<file path="src/rtl/lut_reader_pkg.sv">
// Shared types and constants for the LUT stream reader.
package lut_reader_pkg;

  typedef enum logic [1:0] {
    IDLE  = 2'd0,
    ISSUE = 2'd1,
    DRAIN = 2'd2
  } state_t;

  // Supported ROM read latencies: plain array, or array with output register.
  localparam int RD_LAT_NOREG = 1;
  localparam int RD_LAT_OREG  = 2;

  // Reads in flight occupy RD_LATENCY+1 tag stages, so the counter spans 0..RD_LATENCY+1.
  function automatic int inflight_width(input int rd_latency);
    return $clog2(rd_latency + 2);
  endfunction

endpackage

</file>
<file path="src/rtl/lut_reader_fifo.sv">
// Output buffer: storage array plus a registered head word that drives the stream.
// count tracks words held in the storage array only; the head register is a
// separate stage, refilled from storage whenever it is empty or being popped.
module lut_reader_fifo #(
  parameter int DATA_WIDTH = 8,
  parameter int DEPTH      = 4
) (
  input  logic                    clk,
  input  logic                    rst,
  input  logic                    push,
  input  logic [DATA_WIDTH-1:0]   push_data,
  input  logic                    push_last,
  input  logic                    pop,
  output logic [DATA_WIDTH-1:0]   out_data,
  output logic                    out_last,
  output logic                    out_valid,
  output logic [$clog2(DEPTH):0]  count,
  output logic                    take
);

  localparam int PW = $clog2(DEPTH);
  localparam int CW = PW + 1;

  logic [DATA_WIDTH:0] mem [DEPTH];
  logic [PW-1:0]       wr_ptr, rd_ptr;

  // Move a word from storage into the head register when the head is free.
  assign take = (count != '0) && (!out_valid || pop);

  // Storage array write; contents need no reset since count gates every read.
  always_ff @(posedge clk) begin
    if (push) mem[wr_ptr] <= {push_last, push_data};
  end

  // Pointers and occupancy; the caller guarantees no push into a full array.
  always_ff @(posedge clk or posedge rst) begin
    if (rst) begin
      wr_ptr <= '0;
      rd_ptr <= '0;
      count  <= '0;
    end else begin
      if (push) wr_ptr <= wr_ptr + 1'b1;
      if (take) rd_ptr <= rd_ptr + 1'b1;
      count <= count + CW'(push) - CW'(take);
    end
  end

  // Head register: data holds while stalled, last is cleared when emptied.
  always_ff @(posedge clk or posedge rst) begin
    if (rst) begin
      out_data  <= '0;
      out_last  <= 1'b0;
      out_valid <= 1'b0;
    end else if (take) begin
      {out_last, out_data} <= mem[rd_ptr];
      out_valid            <= 1'b1;
    end else if (pop) begin
      out_last  <= 1'b0;
      out_valid <= 1'b0;
    end
  end

endmodule

</file>
<file path="src/rtl/lut_stream_reader.sv">
// Walks a contiguous ROM window, absorbs the ROM read latency and presents the
// words as a valid/ready stream with a last marker. RD_LATENCY must be 1 or 2.
module lut_stream_reader
  import lut_reader_pkg::*;
#(
  parameter int ADDR_WIDTH = 10,
  parameter int DATA_WIDTH = 8,
  parameter int RD_LATENCY = RD_LAT_NOREG,
  parameter int FIFO_DEPTH = 4
) (
  input  logic                  clk,
  input  logic                  rst,
  input  logic                  start,
  input  logic [ADDR_WIDTH-1:0] base_addr,
  input  logic [ADDR_WIDTH:0]   length,
  output logic                  busy,
  output logic                  done,
  output logic [ADDR_WIDTH-1:0] rom_addr,
  input  logic [DATA_WIDTH-1:0] rom_rd_data,
  output logic [DATA_WIDTH-1:0] m_data,
  output logic                  m_valid,
  input  logic                  m_ready,
  output logic                  m_last
);

  localparam int IFW  = inflight_width(RD_LATENCY);
  localparam int CNTW = $clog2(FIFO_DEPTH) + 1;
  localparam int CRW  = ((IFW > CNTW) ? IFW : CNTW) + 1;
  localparam logic [ADDR_WIDTH:0] LEN_ONE = (ADDR_WIDTH+1)'(1);

  state_t                state, state_nxt;
  logic [ADDR_WIDTH-1:0] next_addr, issue_addr;
  logic [ADDR_WIDTH:0]   remaining, issue_rem;
  logic [RD_LATENCY:0]   tag_sr, last_sr;
  logic [IFW-1:0]        inflight;
  logic [CNTW-1:0]       fifo_count;
  logic                  fifo_take, pop, last_hs, write, credit_ok;
  logic                  accept, issue, issue_last, zero_done;

  assign accept  = (state == IDLE) && start && (length != '0);
  assign pop     = m_valid & m_ready;
  assign last_hs = pop & m_last;
  assign write   = tag_sr[RD_LATENCY];

  // A head refill in this cycle frees a storage slot, so it counts as credit.
  assign credit_ok = (CRW'(inflight) + CRW'(fifo_count) - CRW'(fifo_take)) < CRW'(FIFO_DEPTH);

  // The accepting cycle issues the base address itself; later issues use the counters.
  assign issue_addr = (state == IDLE) ? base_addr : next_addr;
  assign issue_rem  = (state == IDLE) ? length : remaining;

  // FSM state register.
  always_ff @(posedge clk or posedge rst) begin
    if (rst) state <= IDLE;
    else     state <= state_nxt;
  end

  // FSM next-state: a one-word window skips straight to DRAIN.
  always_comb begin
    state_nxt = state;
    case (state)
      IDLE:    if (accept) state_nxt = (length == LEN_ONE) ? DRAIN : ISSUE;
      ISSUE:   if (issue && remaining == LEN_ONE) state_nxt = DRAIN;
      DRAIN:   if (last_hs) state_nxt = IDLE;
      default: state_nxt = IDLE;
    endcase
  end

  // FSM outputs: issue strobe, its last flag, status.
  always_comb begin
    issue      = 1'b0;
    issue_last = 1'b0;
    case (state)
      IDLE: begin
        issue      = accept;
        issue_last = (length == LEN_ONE);
      end
      ISSUE: begin
        issue      = credit_ok;
        issue_last = (remaining == LEN_ONE);
      end
      default: ;
    endcase
    busy = (state != IDLE);
    done = zero_done | ((state == DRAIN) & last_hs);
  end

  // Address/remaining counters, latency tag pipeline and in-flight count.
  always_ff @(posedge clk or posedge rst) begin
    if (rst) begin
      rom_addr  <= '0;
      next_addr <= '0;
      remaining <= '0;
      tag_sr    <= '0;
      last_sr   <= '0;
      inflight  <= '0;
      zero_done <= 1'b0;
    end else begin
      zero_done <= (state == IDLE) && start && (length == '0);
      if (issue) begin
        rom_addr  <= issue_addr;
        next_addr <= issue_addr + 1'b1;
        remaining <= issue_rem - 1'b1;
      end
      tag_sr   <= {tag_sr[RD_LATENCY-1:0], issue};
      last_sr  <= {last_sr[RD_LATENCY-1:0], issue & issue_last};
      inflight <= inflight + IFW'(issue) - IFW'(write);
    end
  end

  lut_reader_fifo #(
    .DATA_WIDTH(DATA_WIDTH),
    .DEPTH     (FIFO_DEPTH)
  ) u_fifo (
    .clk      (clk),
    .rst      (rst),
    .push     (write),
    .push_data(rom_rd_data),
    .push_last(last_sr[RD_LATENCY]),
    .pop      (pop),
    .out_data (m_data),
    .out_last (m_last),
    .out_valid(m_valid),
    .count    (fifo_count),
    .take     (fifo_take)
  );

endmodule
</file>
<file path="config.mk">
export PLATFORM = sky130hd
export DESIGN_NAME = lut_stream_reader
export DESIGN_NICKNAME = d
export VERILOG_FILES = /design/src/rtl/lut_reader_pkg.sv /design/src/rtl/lut_reader_fifo.sv /design/src/rtl/lut_stream_reader.sv
export SDC_FILE = /design/constraint.sdc
export NUM_CORES = 1
export LEC_CHECK = 0
export ABC_AREA = 0
export ABC_CLOCK_PERIOD_IN_PS = 3800
export CAP_MARGIN = 0
export CORE_MARGIN = 5
export CORE_UTILIZATION = 46
export CTS_CLUSTER_SIZE = 40
export DETAILED_ROUTE_END_ITERATION = 10
export PLACE_DENSITY_LB_ADDON = 0.08
export SLEW_MARGIN = 10
export SYNTH_ARGS = -nofsm -noshare
export SYNTH_HDL_FRONTEND = slang
export SYNTH_HIERARCHICAL = 1
export SYNTH_SLANG_ARGS = --single-unit
</file>
<file path="constraint.sdc">
create_clock -name clk -period 3.8 [get_ports clk]
set_clock_uncertainty 0.05 [all_clocks]
set_input_delay 0.76 -clock clk [delete_from_list [all_inputs] [get_ports clk]]
set_output_delay 0.76 -clock clk [all_outputs]
set_load 0.01 [all_outputs]
</file>
==> impl_metrics.yaml <==
logic_synthesis:
  yosys_warnings: 6
  synth_most_common_cell: "dfrtp_1"
  netlist_top_cells_count: "57 x dfrtp_1, 38 x a21oi_1, 36 x edfxtp_1, 31 x nand2_1, 27 x nor2_1"
  synth-main-ff-cell: "dfrtp_1"
  yosysUniqueCellTypes: 63
  synth_top_area_cell: "dfrtp_1"
  synthesis.area_mm2: 0.00479
  syn-num-nets: 466
  synth_edf_count: 36
  synth_seq_area_share_pct: 52.3
  avgSynthCellArea_um2: 11.5
  synth-seq-cells: 93
  synth_area_leaders: "dfrtp_1 30%, edfxtp_1 23%, a21oi_1 4.0%"
  async_reset_ff_share_pct: 61.3
  yosysTopAreaCellShare_pct: 29.8
  netlist_instances: 418
clock_tree:
  htree_levels: 3
  cts_resized: 0
  clock_latency_ns: 0.36
  cts-hold-fix-buffers: 0
  cts.sink_count: 93
  cts_buffers: 9
  post_cts_buffers: 0
  cts_root_buf: "clkbuf_8"
  cts_buffer_depth: 2
  cts_tree: "yes"
  path_clk_slew_ns: 0.09
final_layout:
  drive_gt1_share_pct: 13.6
  syn_to_final_growth_pct: 19.1
  n_antenna_cell: 0
  postLayoutCellArea_mm2: 0.00571
  final_util_pct: 55.8
  final_nets: 527
global_route:
  first_global_vias: 3620
  track_usage_pct: 17.4
  top_usage_layer: "met2"
  grtUsageMet3_pct: 3.40
  gr-total-overflow: 0
  use_met2_pct: 29.1
  use_met1_pct: 22.9
  grt_antenna_before_repair: 0
  grt_max_degree: 41
  grt_pass1_wl_um: 17700
route:
  wire_per_inst_um: 16.9
  drc_errors: 0
  ant_nets: 0
  drt-total-wl_um: 10500
  num_vias: 3460
  avgViaCountPerCell: 5.58
  dr.pass1.iters: 4
  drt_iter0_drc: 197
floorplan:
  fp.dieH_um: 112
  start_util_pct: 46.9
  dieArea_mm2: 0.0126
  chipWidth_um: 112
  coreArea_mm2: 0.0102
  rows: 37
  ioPinCount: 55
flow_run:
  drv_cap: 0
timing:
  fin_setup_tns_ns: 0
  fin_crit_sh_pct: 88.1
  slew_viol_final: 0
  hold_violations: 0
  fin_crit_ns: 3.35
  fmax_mhz: 299
  worst_slew_pin_slew_ns: 0.743
  rsz0062_at_grt: "false"
  setup_violations: 0
  maxSlewHeadroom_pct: 50.4
critical_path:
  cp-start-kind: "input pin"
  cp.arrival_ns: 3.57
  crit_path_max_fanout: 4
  path_class: "input pin to register"
  endpoint_kind: "register"
  required_ns: 4.03
placement:
  dp_hpwl_um: 7330
  io_buffers: 54
  dpl_cell_area_mm2: 0.00552
  gp_congestion: 0.801
power:
  vdd_drop_max_mv: 0.300
  power.density_mw_per_mm2: 815
  p_leak_nw: 2.33
worst_hold_path:
  hold_path.class: "register to register"
outcome:
  outcome: "finished, final reports clean"
## power breakdown
group | internal, W | switching, W
combinational | 0.00112 | 0.00115
sequential | 0.00141 | 0.000333
clock | 0.000255 | 0.000388
total | 0.00279 | 0.00187
## cell usage in the layout (no fill, tap or decap), drive strengths merged, types with 9 or more instances in the layout
cell type      netlist  routed
a21oi               40      40
and2                 9       9
buf                 12      17
clkbuf               9       9
clkdlybuf4s50        0      54
dfrtp               57      57
edfxtp              36      36
ha                  14      14
inv                 23      27
mux2                13      13
mux4                 9       9
nand2               31      31
nor2                28      28
nor3                13      13
o21a                 9       9
o21ai               13      13
## per-layer routing
layer | vias up | routed length, um
met5 | - | 0
met4 | 0 | 124
met3 | 8 | 420
met2 | 73 | 5140
met1 | 1699 | 4820
li1 | 1680 | -
## kinds of logic after synthesis
logic type | count (synthesis) | synth area share (%)
mux | 30 | 9.74
xor+xnor | 8 | 1.46
fa+ha+maj | 15 | 4.07
flops | 93 | 52.3
simple gates | 121 | 13.3
compound gates | 107 | 14.9
buf+inv | 44 | 4.15
## through the flow
step	instances	setup WS, ns	hold slack, ns	power (W)
final	620	0.453	0.310	0.00465
after floorplan	418	0.166	0.281	0.00323
after global routing	620	0.282	0.321	0.00505
after global placement	604	0.156	0.286	0.00398
after CTS	620	0.461	0.314	0.00470
after detailed placement	604	0.102	0.293	0.00405
## flip-flops by register name (all words and copies together), names as in the netlist, 3 cells and up
name,flops
next_addr,10
remaining,11
rom_addr,10
u_fifo/count,3
u_fifo/mem,36
u_fifo/out_data,8
## cell type report
cell class | instances | area [um2]
tap | 136 | 170
multi-input combinational | 281 | 2090
sequential | 93 | 2510
clock inverter | 7 | 66.3
clock buffer | 9 | 124
inverter | 23 | 86.3
fill | 866 | 4520
timing repair buffer | 71 | 668
## critical path, cell delays in order
cell	delay, ns
clkdlybuf4s50_1	0.45
and2_1	0.14
inv_1	0.04
a21oi_1	0.19
ha_1	0.18
inv_1	0.04
ha_1	0.26
nand3b_1	0.09
a2111o_1	0.42
nand2_1	0.12
a21oi_2	0.06
ha_1	0.29
inv_1	0.04
ha_1	0.18
xnor2_1	0.18
xnor2_1	0.14
## path summary, 6_finish.rpt
path | startpoint | to | slack [ns] | depth (start not counted)
setup / recovery | m_ready | inflight[1]$_DFF_PP0_ | 0.45 | 16
hold / removal | last_sr[0]$_DFF_PP0_ | last_sr[1]$_DFF_PP0_ | 0.31 | 0
setup reg to reg | u_fifo/out_valid$_DFFE_PP0P_ | inflight[1]$_DFF_PP0_ | 0.89 | 15
hold reg to reg | last_sr[0]$_DFF_PP0_ | last_sr[1]$_DFF_PP0_ | 0.31 | 0
max in group asynchronous | rst | u_fifo/out_data[3]$_DFFE_PP0P_ | 2.43 | 2
min in group asynchronous | rst | u_fifo/out_data[5]$_DFFE_PP0P_ | 0.79 | 2
No activity file was read; power rests on OpenSTA's default activity.
